$ cat src/rtl/apb2axi_txn_sched.sv
// Round-robin issue scheduler: picks a pending directory tag under per-direction
// outstanding limits and presents it on a valid/ready port to the AXI engines.
module apb2axi_txn_sched #(
   parameter int unsigned TAG_NUM      = 16,
   parameter int unsigned TAG_W        = 4,
   parameter int unsigned MAX_OUTST_RD = 8,
   parameter int unsigned MAX_OUTST_WR = 8,
   parameter int unsigned CNT_W        = 5
) (
   input  logic               pclk,
   input  logic               preset,
   input  logic               sched_en,
   input  logic [TAG_NUM-1:0] pend_vld,
   input  logic [TAG_NUM-1:0] pend_is_write,
   output logic               issue_vld,
   output logic [TAG_W-1:0]   issue_tag,
   output logic               issue_is_write,
   input  logic               issue_rdy,
   input  logic               rd_done,
   input  logic               wr_done,
   output logic [CNT_W-1:0]   rd_outst,
   output logic [CNT_W-1:0]   wr_outst,
   output logic               busy,
   output logic               err_underflow
);

   typedef enum logic [1:0] {
      IDLE  = 2'd0,
      ISSUE = 2'd1
   } state_t;

   state_t             state;
   logic [TAG_W-1:0]   rr_ptr;
   logic [TAG_W-1:0]   mask_tag;
   logic               mask_vld;

   logic               rd_full;
   logic               wr_full;
   logic [TAG_NUM-1:0] elig;
   logic [TAG_W-1:0]   sel;
   logic               sel_found;
   int unsigned        scan_idx;

   logic               handshake;
   logic               rd_inc;
   logic               wr_inc;
   logic [CNT_W-1:0]   rd_next;
   logic [CNT_W-1:0]   wr_next;
   logic               rd_uf;
   logic               wr_uf;
   logic [TAG_W-1:0]   ptr_next;

   assign rd_full   = (rd_outst == CNT_W'(MAX_OUTST_RD));
   assign wr_full   = (wr_outst == CNT_W'(MAX_OUTST_WR));
   assign handshake = (state == ISSUE) && issue_rdy;
   assign rd_inc    = handshake && !issue_is_write;
   assign wr_inc    = handshake && issue_is_write;
   assign ptr_next  = (issue_tag == TAG_W'(TAG_NUM - 1)) ? '0 : issue_tag + TAG_W'(1);
   assign busy      = issue_vld | (|rd_outst) | (|wr_outst);

   // The just-issued tag is masked for one cycle while the directory clears its pend bit.
   always_comb begin
      elig = '0;
      for (int i = 0; i < TAG_NUM; i++) begin
         elig[i] = pend_vld[i]
                 && !(mask_vld && (mask_tag == TAG_W'(i)))
                 && !(pend_is_write[i] ? wr_full : rd_full);
      end
   end

   // First eligible tag at or after rr_ptr, wrapping at TAG_NUM.
   always_comb begin
      sel       = '0;
      sel_found = 1'b0;
      scan_idx  = 0;
      for (int unsigned k = 0; k < TAG_NUM; k++) begin
         scan_idx = 32'(rr_ptr) + k;
         if (scan_idx >= TAG_NUM) scan_idx = scan_idx - TAG_NUM;
         if (!sel_found && elig[TAG_W'(scan_idx)]) begin
            sel_found = 1'b1;
            sel       = TAG_W'(scan_idx);
         end
      end
   end

   // Outstanding counters: increment on handshake, decrement on done, saturate at 0.
   always_comb begin
      rd_next = rd_outst;
      wr_next = wr_outst;
      rd_uf   = 1'b0;
      wr_uf   = 1'b0;
      if (rd_inc && !rd_done) begin
         rd_next = rd_outst + CNT_W'(1);
      end else if (!rd_inc && rd_done) begin
         if (rd_outst == '0) rd_uf = 1'b1;
         else                rd_next = rd_outst - CNT_W'(1);
      end
      if (wr_inc && !wr_done) begin
         wr_next = wr_outst + CNT_W'(1);
      end else if (!wr_inc && wr_done) begin
         if (wr_outst == '0) wr_uf = 1'b1;
         else                wr_next = wr_outst - CNT_W'(1);
      end
   end

   always_ff @(posedge pclk or posedge preset) begin
      if (preset) begin
         state          <= IDLE;
         rr_ptr         <= '0;
         mask_tag       <= '0;
         mask_vld       <= 1'b0;
         issue_vld      <= 1'b0;
         issue_tag      <= '0;
         issue_is_write <= 1'b0;
         rd_outst       <= '0;
         wr_outst       <= '0;
         err_underflow  <= 1'b0;
      end else begin
         mask_vld      <= 1'b0;
         rd_outst      <= rd_next;
         wr_outst      <= wr_next;
         err_underflow <= err_underflow | rd_uf | wr_uf;
         case (state)
            IDLE: begin
               if (sched_en && sel_found) begin
                  issue_vld      <= 1'b1;
                  issue_tag      <= sel;
                  issue_is_write <= pend_is_write[sel];
                  state          <= ISSUE;
               end else begin
                  issue_vld <= 1'b0;
               end
            end
            ISSUE: begin
               // Valid is held regardless of sched_en/pend_vld until accepted.
               if (issue_rdy) begin
                  issue_vld <= 1'b0;
                  rr_ptr    <= ptr_next;
                  mask_tag  <= issue_tag;
                  mask_vld  <= 1'b1;
                  state     <= IDLE;
               end
            end
            default: begin
               issue_vld <= 1'b0;
               state     <= IDLE;
            end
         endcase
      end
   end

endmodule

$ cat config.mk
export PLATFORM = sky130hd
export DESIGN_NAME = apb2axi_txn_sched
export DESIGN_NICKNAME = d
export VERILOG_FILES = /design/src/rtl/apb2axi_txn_sched.sv
export SDC_FILE = /design/constraint.sdc
export NUM_CORES = 1
export LEC_CHECK = 0
export ABC_AREA = 1
export CORE_MARGIN = 5
export CORE_UTILIZATION = 50
export CTS_BUF_LIST = sky130_fd_sc_hd__clkbuf_4 sky130_fd_sc_hd__clkbuf_8 sky130_fd_sc_hd__clkbuf_16
export DETAILED_ROUTE_END_ITERATION = 16
export HOLD_SLACK_MARGIN = 0.03
export PLACE_DENSITY = 0.79
export SLEW_MARGIN = 40
export SYNTH_ARGS = -nofsm -noshare
export SYNTH_HDL_FRONTEND = slang
export SYNTH_SLANG_ARGS = --single-unit
$ cat constraint.sdc
create_clock -name pclk -period 6.9 [get_ports pclk]
set_input_delay 0.69 -clock pclk [delete_from_list [all_inputs] [get_ports pclk]]
set_output_delay 0.69 -clock pclk [all_outputs]
set_load 0.02 [all_outputs]
==> impl_results.md, run 1 <==
* Drt total wl at 14100 um
* Nets at 799
* Worst Skew at 8.85 ps
* Main synth FF type: dfrtp_1
* Die Wd at 103 um
* Worst-path clk slew at 100 ps
* Die footprint at 0.0106 sq mm
* DP HPWL at 11600 um
* Post-synth EDFFs at 0
* Worst min path class: register to register
* Antenna viol nets, final at 0
* Slowest cell on crit path: dfrtp_1
* YS warnings at 0
* Routed len/inst at 16.6 um
* CP startpoint kind: register
* Crit path capture type: register
* Register bit total from synthesis at 27
* Total track usage at 27.3%
* Syn Area/Cell at 6.17 sq um
* CTS Sinks at 27
* Grt ovf at 0
* Sequential cell area at 676 sq um
* Tmin final at 5000 ps
* Diode count at 0
* Worst Path Required at 7070 ps
* TritonCTS buffer count at 3
* Number of antenna violations at the first check in global routing at 0
* Flop-to-flop setup slack at 1900 ps
* Largest net degree at the start of global routing at 28
* Period Utilization, post-route at 72.4%
* FILL cells at 860
* Port buffer count at 55
* Status: finished, final reports clean
* Max Slew Vio Count at 0
* Root Buffer Master: clkbuf_8
* RSZ-0062 raised after global routing: false
* First-pass GRT wire length at 22800 um
* Dpl cells at 844
* Crit Path Max Fanout at 23
* Top post-synthesis cells by area: nand2_1 16%, dfrtp_1 16%, nand3_1 14%
* Yosys cell types at 46
* Buffer count from post-CTS setup fixing at 0
* DRC violations left at 0
* Iter 0 DRT Violations at 455
* DP Worst Slack at 1930 ps
* Multi-input combinational cell area at 0.00311 sq mm
* Number of cells on the worst reg-to-reg path at 21
* # IOs at 56
* Final hold violation count at 0
* Final Instance Area at 0.00488 sq mm
* Vias in the first global route at 4730
* Via count at 4916
* CTS resizes at 0
* Height of the die at 103 um
* Critical path's most frequent cell: nand2_1
* Worst slew pin tran at 804 ps
* Placed cell area at 0.00483 sq mm
* Asr flop ratio synth at 100%
* CP Class: register to register
* Layout cell share with drive strength beyond 1 at 8.78%
* Core Area at 0.00859 sq mm
* Clk Latency, worst-skew pair at 280 ps
* Yosys top cell area share at 16.4%
* Router iterations before antenna repair at 5
* Fmax at 200 MHz
* Fin cells at 848
* Post-Syn Area at 0.00433 sq mm
* Rows at 34
* Final setup vio count at 0
* H-tree Lvls at 1
* Slew headroom at 46.4%
* Largest stage delay, worst path at 820 ps
* Clk buf depth at 2
* Final worst slack at 1900 ps
* Post-CTS Hold Buffers at 0
* Hold path cells at 1
* Critical-path cell list: inv_1 -> ha_1 -> inv_1 -> nand3_1 -> nand3_1 -> nand2_1 -> nand2_1 -> nand2_1 -> nand3_4 -> nor2_4 -> nand4_1 -> nor2_1 -> nand4_1 -> nor2_2 -> nand4_1 -> o21ai_0 -> nor2_1 -> inv_1 -> nor2_1 -> nand2_1 -> nand3_1
* Seq/Total Area, Yosys at 15.6%
* Most frequent cells after synthesis: 189 x nand2_1, 120 x nand3_1, 82 x inv_1, 52 x nor2_1, 45 x nand4_1
* Syn Inst Count at 702
* Max Cap Viol at 0
* Largest area contributor in the netlist: nand2_1
* TNS Setup at 0 ps
* Gpl congestion at 0.967
* Syn nets at 760
* Synth-to-layout area growth at 12.6%
* Arrival @ worst endpoint at 5170 ps
* Via/cell ratio at 5.80
* Most common cell in the netlist: nand2_1
* Starting Density at 50.4%
* CTS tree: done
==> placed cells by master, fill, tap and decap left out, types with 2 or more instances in the layout <==
cell type and instances:
nand2_2 11, nand3b_1 2, nand4_2 8, nand4_4 2
ha_1 18, nand2_1 189, nor2_4 6, nand3_1 120
o22ai_1 3, clkbuf_8 3, a21oi_1 14, o21a_1 4
o21ai_1 5, clkinv_1 4, xnor2_1 4, inv_2 6
a31oi_1 4, nand4_1 45, o211ai_1 2, o21ai_0 25
nor3_1 2, clkdlybuf4s50_1 55, nand3_2 9, nand2_4 5
mux2_2 2, dfrtp_1 27, fa_1 2, xor2_1 12
nand3_4 2, nor2_2 5, nor2_1 52, inv_1 81
==> sequential cells by signal, summed over array words and instances (netlist names) <==
name / count
rd_outst: 5
wr_outst: 5
issue_tag: 4
mask_tag: 4
rr_ptr: 4
err_underflow: 1
issue_is_write: 1
issue_vld: 1
mask_vld: 1
state: 1
==> routing by layer <==
metal / vias up / routed length, um / GRT usage, %
li1: 2419 / - / -
met1: 2258 / 5590 / 33.6
met2: 201 / 6920 / 48.0
met3: 38 / 953 / 2.98
met4: 0 / 588 / 12.0
met5: - / 0 / 0
==> cell type report <==
class | count | share of cell area (%)
Multi-Input combinational cell | 561 | 63.8
Tap cell | 108 | 2.77
Inverter | 92 | 7.11
Clock inverter | 1 | 0.154
Timing Repair Buffer | 56 | 11.4
Clock buffer | 3 | 0.847
Sequential cell | 27 | 13.9
==> cell families (layout without fill, tap and decap cells) <==
kind of cell | after synthesis | after routing | synth area share [%]
fa+ha+maj | 20 | 20 | 6.12
simple gates | 462 | 462 | 54.1
buf+inv | 114 | 152 | 12.6
flops | 27 | 27 | 15.6
xor+xnor | 16 | 16 | 3.23
mux | 2 | 2 | 0.520
compound gates | 61 | 61 | 7.91
==> path summary, 6_finish.rpt <==
check / end / from
worst max-delay path: issue_is_write$_DFFE_PP0P_ / rr_ptr[0]$_DFFE_PP0P_
min in group asynchronous: rd_outst[0]$_DFFE_PP0P_ / preset
worst min-delay path: err_underflow$_DFF_PP0_ / err_underflow$_DFF_PP0_
max in group asynchronous: wr_outst[4]$_DFFE_PP0P_ / preset
worst min register to register: err_underflow$_DFF_PP0_ / err_underflow$_DFF_PP0_
worst max register to register: issue_is_write$_DFFE_PP0P_ / rr_ptr[0]$_DFFE_PP0P_
==> critical path: cells and delay by family, from the launching register on <==
| family | cells | cell delay, ps |
|---|---|---|
| AO/OA/AOI/OAI | 1 | 310 |
| adder cells (fa/ha/maj) | 1 | 790 |
| buffers and inverters | 3 | 1130 |
| flip-flops | 1 | 820 |
| AND/OR/NAND/NOR | 16 | 1830 |
==> metrics by stage <==
stage                     util, %  hold slack, ps
after floorplan                 -             510
after global placement       56.2             480
after detailed placement     56.2             472
after CTS                    56.8             502
after global routing         56.8             523
final                        56.8             502
Power of run 1 is left out: the tool's default activity adds up to more than one toggle a clock period on the data nets, which glitch-free logic cannot reach.
==> run 2: changes to the inputs <==
- PLACE_DENSITY: 0.79 -> 0.82
- clock period: 6.9 -> 4.05 ns (I/O delays scaled with it)
==> impl_results.md, run 2 (synthesis gave the netlist of run 1 again) <==
* Die Wd at 103 um (unchanged)
* DRC violations left at 0 (unchanged)
* Largest net degree at the start of global routing at 28 (unchanged)
* Worst Path Required at 4260 ps (-2810 ps)
* Number of antenna violations at the first check in global routing at 0 (unchanged)
* Largest registers: rd_outst: 5 flops, wr_outst: 5 flops
* Vias in the first global route at 4847 (+2.5%)
* Core Area at 0.00859 sq mm (unchanged)
* Antenna viol nets, final at 0 (unchanged)
* Synth-to-layout area growth at 17.1%
* Gpl congestion at 1.05 (+8.6%)
* Drt total wl at 13900 um (-1.4%)
* # IOs at 56 (unchanged)
* First-pass GRT wire length at 22700 um (about the same)
* Arrival @ worst endpoint at 3870 ps (-1300 ps)
* Router iterations before antenna repair at 10 (+5)
* Port buffer count at 55 (unchanged)
* Starting Density at 50.4% (unchanged)
* Status: finished, final reports clean
* Clk buf depth at 2 (unchanged)
* RSZ-0062 raised after global routing: false
* H-tree Lvls at 1 (unchanged)
* Layout cell share with drive strength beyond 1 at 11.6% (+2.8 points)
* Max Slew Vio Count at 0 (unchanged)
* Total track usage at 26.6% (-0.69 points)
* Worst slew pin tran at 564 ps (-241 ps)
* Slew headroom at 62.4% (+16 points)
* Clk Latency, worst-skew pair at 270 ps (about the same)
* Commonest non-fill, non-tap cell in the layout: nand2_1
* Period Utilization, post-route at 90.3% (+18 points)
* Diode count at 0 (unchanged)
* Post-CTS Hold Buffers at 0 (unchanged)
* Flop-to-flop setup slack at 390 ps (-1510 ps)
* Max Cap Viol at 0 (unchanged)
* Via/cell ratio at 5.85 (+0.89%)
* CP startpoint kind: register
* Routed len/inst at 16.0 um (-3.6%)
* Worst-path clk slew at 90 ps (about the same)
* CTS Sinks at 27 (unchanged)
* Via count at 5071 (+3.2%)
* Grt ovf at 0 (unchanged)
* DP HPWL at 11000 um (-4.9%)
* Fin cells at 867 (+2.2%)
* Rows at 34 (unchanged)
* Dpl cells at 856 (+1.4%)
* Crit Path Max Fanout at 15 (-35%)
* Iter 0 DRT Violations at 483 (+6.2%)
* Crit path capture type: register
* CTS tree: done
* Root Buffer Master: clkbuf_8
* Commonest cells after routing, fill and taps aside: 189 x nand2_1, 120 x nand3_1, 79 x inv_1, 55 x clkdlybuf4s50_1, 52 x nor2_1
* Number of cells on the worst reg-to-reg path at 26 (+24%)
* Final setup vio count at 0 (unchanged)
* Fmax at 273 MHz (+37%)
* Worst min path class: input pin to async pin
* Worst Skew at 1.22 ps (-7.63 ps)
* TritonCTS buffer count at 3 (unchanged)
* Nets at 818 (+2.4%)
* Die footprint at 0.0106 sq mm (unchanged)
* Height of the die at 103 um (unchanged)
* CP Class: register to register
* TNS Setup at 0 ps (unchanged)
* Final hold violation count at 0 (unchanged)
* Tmin final at 3660 ps (-1340 ps)
-- run 2: layout make-up --
cell class / instances / area, sq um
inverter: 92 / 350
fill: 803 / 3520
sequential: 27 / 677
clock buffer: 3 / 41.3
multi-input combinational: 561 / 3110
tap: 108 / 135
clock inverter: 1 / 5.00
timing repair buffer: 75 / 751
-- run 2: worst paths after layout --
| check | endpoint | start |
|---|---|---|
| max | issue_is_write$_DFFE_PP0P_ | wr_outst[1]$_DFFE_PP0P_ |
| min in group pclk | err_underflow$_DFF_PP0_ | err_underflow$_DFF_PP0_ |
| min | wr_outst[2]$_DFFE_PP0P_ | preset |
| min reg2reg | err_underflow$_DFF_PP0_ | err_underflow$_DFF_PP0_ |
| max reg2reg | issue_is_write$_DFFE_PP0P_ | wr_outst[1]$_DFFE_PP0P_ |
| max in group asynchronous | wr_outst[3]$_DFFE_PP0P_ | preset |
-- run 2: through the flow --
stage	setup WS, ps	utilization, %	instance area, sq um	hold WS [ps]
2_1_floorplan	554	-	4330	458
3_5_place_dp	300	57.2	4920	470
4_1_cts	278	57.8	4960	507
3_3_place_gp	404	57.2	4920	473
5_1_grt	19.3	59.0	5070	527
6_report	392	59.0	5070	492
-- run 2: critical path, cell delays in order, from the launching register on --
cell and delay (ps):
dfrtp_1 470, nor2_4 200, buf_12 170, nand4_2 90
nand3_1 130, nand2_1 120, nand3_1 180, nand3_1 140
nand2_1 90, nand2_1 60, nand2_2 180, nand4_4 140
nor2_4 150, nand4_2 110, nor2_2 170, nand2_1 160
clkinv_1 100, nand2_1 50, o21ai_1 80, nand2_1 70
nand2_1 90, nand2_4 60, a21oi_1 290, nand3_1 120
nand2_1 80, nand2_1 50, nand3_1 70
-- run 2: timing repair --
action	4_1_cts	5_1_grt
setup endpoints to repair	0	7
hold endpoints to repair	0	0
resized for setup	0	4
setup buffers	0	7
-- run 2: per-layer routing --
layer	GRT usage, %	share of wire, %
met5	0	0
met3	3.65	8.2
met1	34.0	40
met2	45.8	47
met4	9.36	4.2
Power of run 2 is left out for the same reason.
==> run 3: changes to the inputs <==
--- a/config.mk
+++ b/config.mk
@@ -9,3 +9,3 @@
 export CORE_MARGIN = 5
-export CORE_UTILIZATION = 50
+export CORE_UTILIZATION = 40
 export CTS_BUF_LIST = sky130_fd_sc_hd__clkbuf_4 sky130_fd_sc_hd__clkbuf_8 sky130_fd_sc_hd__clkbuf_16
@@ -13,3 +13,3 @@
 export HOLD_SLACK_MARGIN = 0.03
-export PLACE_DENSITY = 0.82
+export PLACE_DENSITY = 0.69
 export SLEW_MARGIN = 40
--- a/constraint.sdc
+++ b/constraint.sdc
@@ -3,2 +3,2 @@
 set_output_delay 0.405 -clock pclk [all_outputs]
-set_load 0.02 [all_outputs]
+set_load 0.05 [all_outputs]
==> impl_results.md, run 3 (synthesis gave the netlist of run 1 again) <==
* Status: finished, final reports clean
* Max Slew Vio Count at 0 (unchanged)
* CTS tree: done
* Routed len/inst at 15.8 um (-1.3%)
* TNS Setup at 0 ps (unchanged)
* Tmin final at 3750 ps (+93.8 ps)
* Post-CTS Hold Buffers at 0 (unchanged)
* Final setup vio count at 0 (unchanged)
* FF-to-FF Start: rr_ptr[1]$_DFFE_PP0P_
* Worst Path Required at 4210 ps (-50 ps)
* Fmax at 267 MHz (-2.5%)
* Iter 0 DRT Violations at 477 (-1.2%)
* Synth-to-layout area growth at 18.7%
* Clk Latency, worst-skew pair at 270 ps (about the same)
* Via count at 4992 (-1.6%)
* Placed cell area at 0.00500 sq mm (+1.7%)
* Total track usage at 21.9% (-4.7 points)
* H-tree Lvls at 1 (unchanged)
* First-pass GRT wire length at 23600 um (+3.7%)
* Grt ovf at 0 (unchanged)
* Cell family with most CP delay: simple AND/OR/NAND/NOR gates
* Die Wd at 114 um (+11%)
* TritonCTS buffer count at 3 (unchanged)
* Crit path buf inv count at 2 (unchanged)
* CP startpoint kind: register
* Height of the die at 114 um (+11%)
* Worst-path clk slew at 90 ps (about the same)
* Commonest cells after routing, fill and taps aside: 189 x nand2_1, 119 x nand3_1, 80 x inv_1, 55 x clkdlybuf4s50_1, 52 x nor2_1
* Worst Skew at 2.21 ps (+0.984 ps)
* Rows at 38 (+12%)
* Crit path capture type: register
* Crit path depth at 23 (-12%)
* Number of antenna violations at the first check in global routing at 0 (unchanged)
* Slew headroom at 53.5% (-8.9 points)
* Largest stage delay, worst path at 390 ps (-80 ps)
* Final hold violation count at 0 (unchanged)
* Reg2reg end: issue_is_write$_DFFE_PP0P_
* Nets at 821 (+0.37%)
* # IOs at 56 (unchanged)
* Port buffer count at 55 (unchanged)
* Root Buffer Master: clkbuf_8
* CP Class: register to register
* Via/cell ratio at 5.53 (-5.4%)
* Vias in the first global route at 4765 (-1.7%)
* RSZ-0062 raised after global routing: false
* Gpl congestion at 0.993 (-5.5%)
* Clk buf depth at 2 (unchanged)
* Antenna viol nets, final at 0 (unchanged)
* Commonest non-fill, non-tap cell in the layout: nand2_1
* Worst min path class: input pin to async pin
* Worst slew pin tran at 690 ps (+127 ps)
* Number of cells on the worst reg-to-reg path at 23 (-12%)
* Flop-to-flop setup slack at 300 ps (-90 ps)
* Crit Path Max Fanout at 19 (+4)
* Arrival @ worst endpoint at 3910 ps (+40 ps)
* Diode count at 0 (unchanged)
* Largest net degree at the start of global routing at 28 (unchanged)
* Slowest cell on crit path: dfrtp_1
* Die footprint at 0.0130 sq mm (+22%)
* Core Area at 0.0107 sq mm (+25%)
* Layout cell share with drive strength beyond 1 at 11.8% (+0.22 points)
* Final Instance Area at 0.00514 sq mm (+1.4%)
* Critical path's most frequent cell: nand3_1
* Drt total wl at 14200 um (+2.7%)
* Critical-path cell list: buf_4 -> ha_1 -> xor2_1 -> inv_1 -> nand3_1 -> nand3_2 -> nand2_2 -> nor2_8 -> nand4_4 -> nor2_4 -> nand4_2 -> nor2_2 -> nand4_2 -> nor2_1 -> nand3_2 -> nand3_4 -> nand2_4 -> nand2_1 -> nand3_1 -> nand3_1 -> nand2_1 -> nand2_1 -> nand3_1
* DP HPWL at 11600 um (+5.6%)
* DRC violations left at 0 (unchanged)
* Router iterations before antenna repair at 5 (-5)
* Period Utilization, post-route at 92.6% (+2.3 points)
* CTS Sinks at 27 (unchanged)
* Largest registers: rd_outst: 5 flops, wr_outst: 5 flops
* Max Cap Viol at 0 (unchanged)
* Starting Density at 40.3% (-10 points)
[run 3: metal layers]
metal | up-vias | wire, um | track usage, %
met1 | 2289 | 6350 | 31.6
met4 | 0 | 174 | 3.80
li1 | 2463 | - | -
met5 | - | 0 | 0
met3 | 26 | 1040 | 2.27
met2 | 214 | 6670 | 36.0
[run 3: worst max-delay path by stage]
stage / end / startpoint / slack (ps)
after floorplan: issue_is_write$_DFFE_PP0P_ / rr_ptr[1]$_DFFE_PP0P_ / 550
after global placement: issue_is_write$_DFFE_PP0P_ / pend_is_write[12] / 230
after detailed placement: issue_is_write$_DFFE_PP0P_ / pend_is_write[12] / 250
after CTS: issue_is_write$_DFFE_PP0P_ / wr_outst[0]$_DFFE_PP0P_ / 210
after global routing: issue_is_write$_DFFE_PP0P_ / rr_ptr[1]$_DFFE_PP0P_ / 10
final: issue_is_write$_DFFE_PP0P_ / rr_ptr[1]$_DFFE_PP0P_ / 300
[run 3: through the flow]
stage	hold slack, ps	setup slack (ps)	std cells	utilization (%)
after floorplan	458	553	702	-
after global placement	479	226	894	46.6
after detailed placement	483	252	894	46.6
after CTS	508	214	898	47.0
after global routing	544	12.4	902	47.9
final	491	298	902	47.9
[run 3: what timing repair did]
action | in CTS | in global routing
buffers inserted | 0 | 4
gates resized for setup | 0 | 3
endpoints found under the setup margin | 0 | 5
[run 3: cell type report]
| class | count | area (sq um) |
|---|---|---|
| multi-input cells | 561 | 3120 |
| flip-flops and latches | 27 | 677 |
| repair buffers | 78 | 773 |
| fillers | 1105 | 5600 |
| well taps | 140 | 175 |
| clock buffers | 4 | 48.8 |
| inverters | 92 | 350 |
Power of run 3 is left out for the same reason.
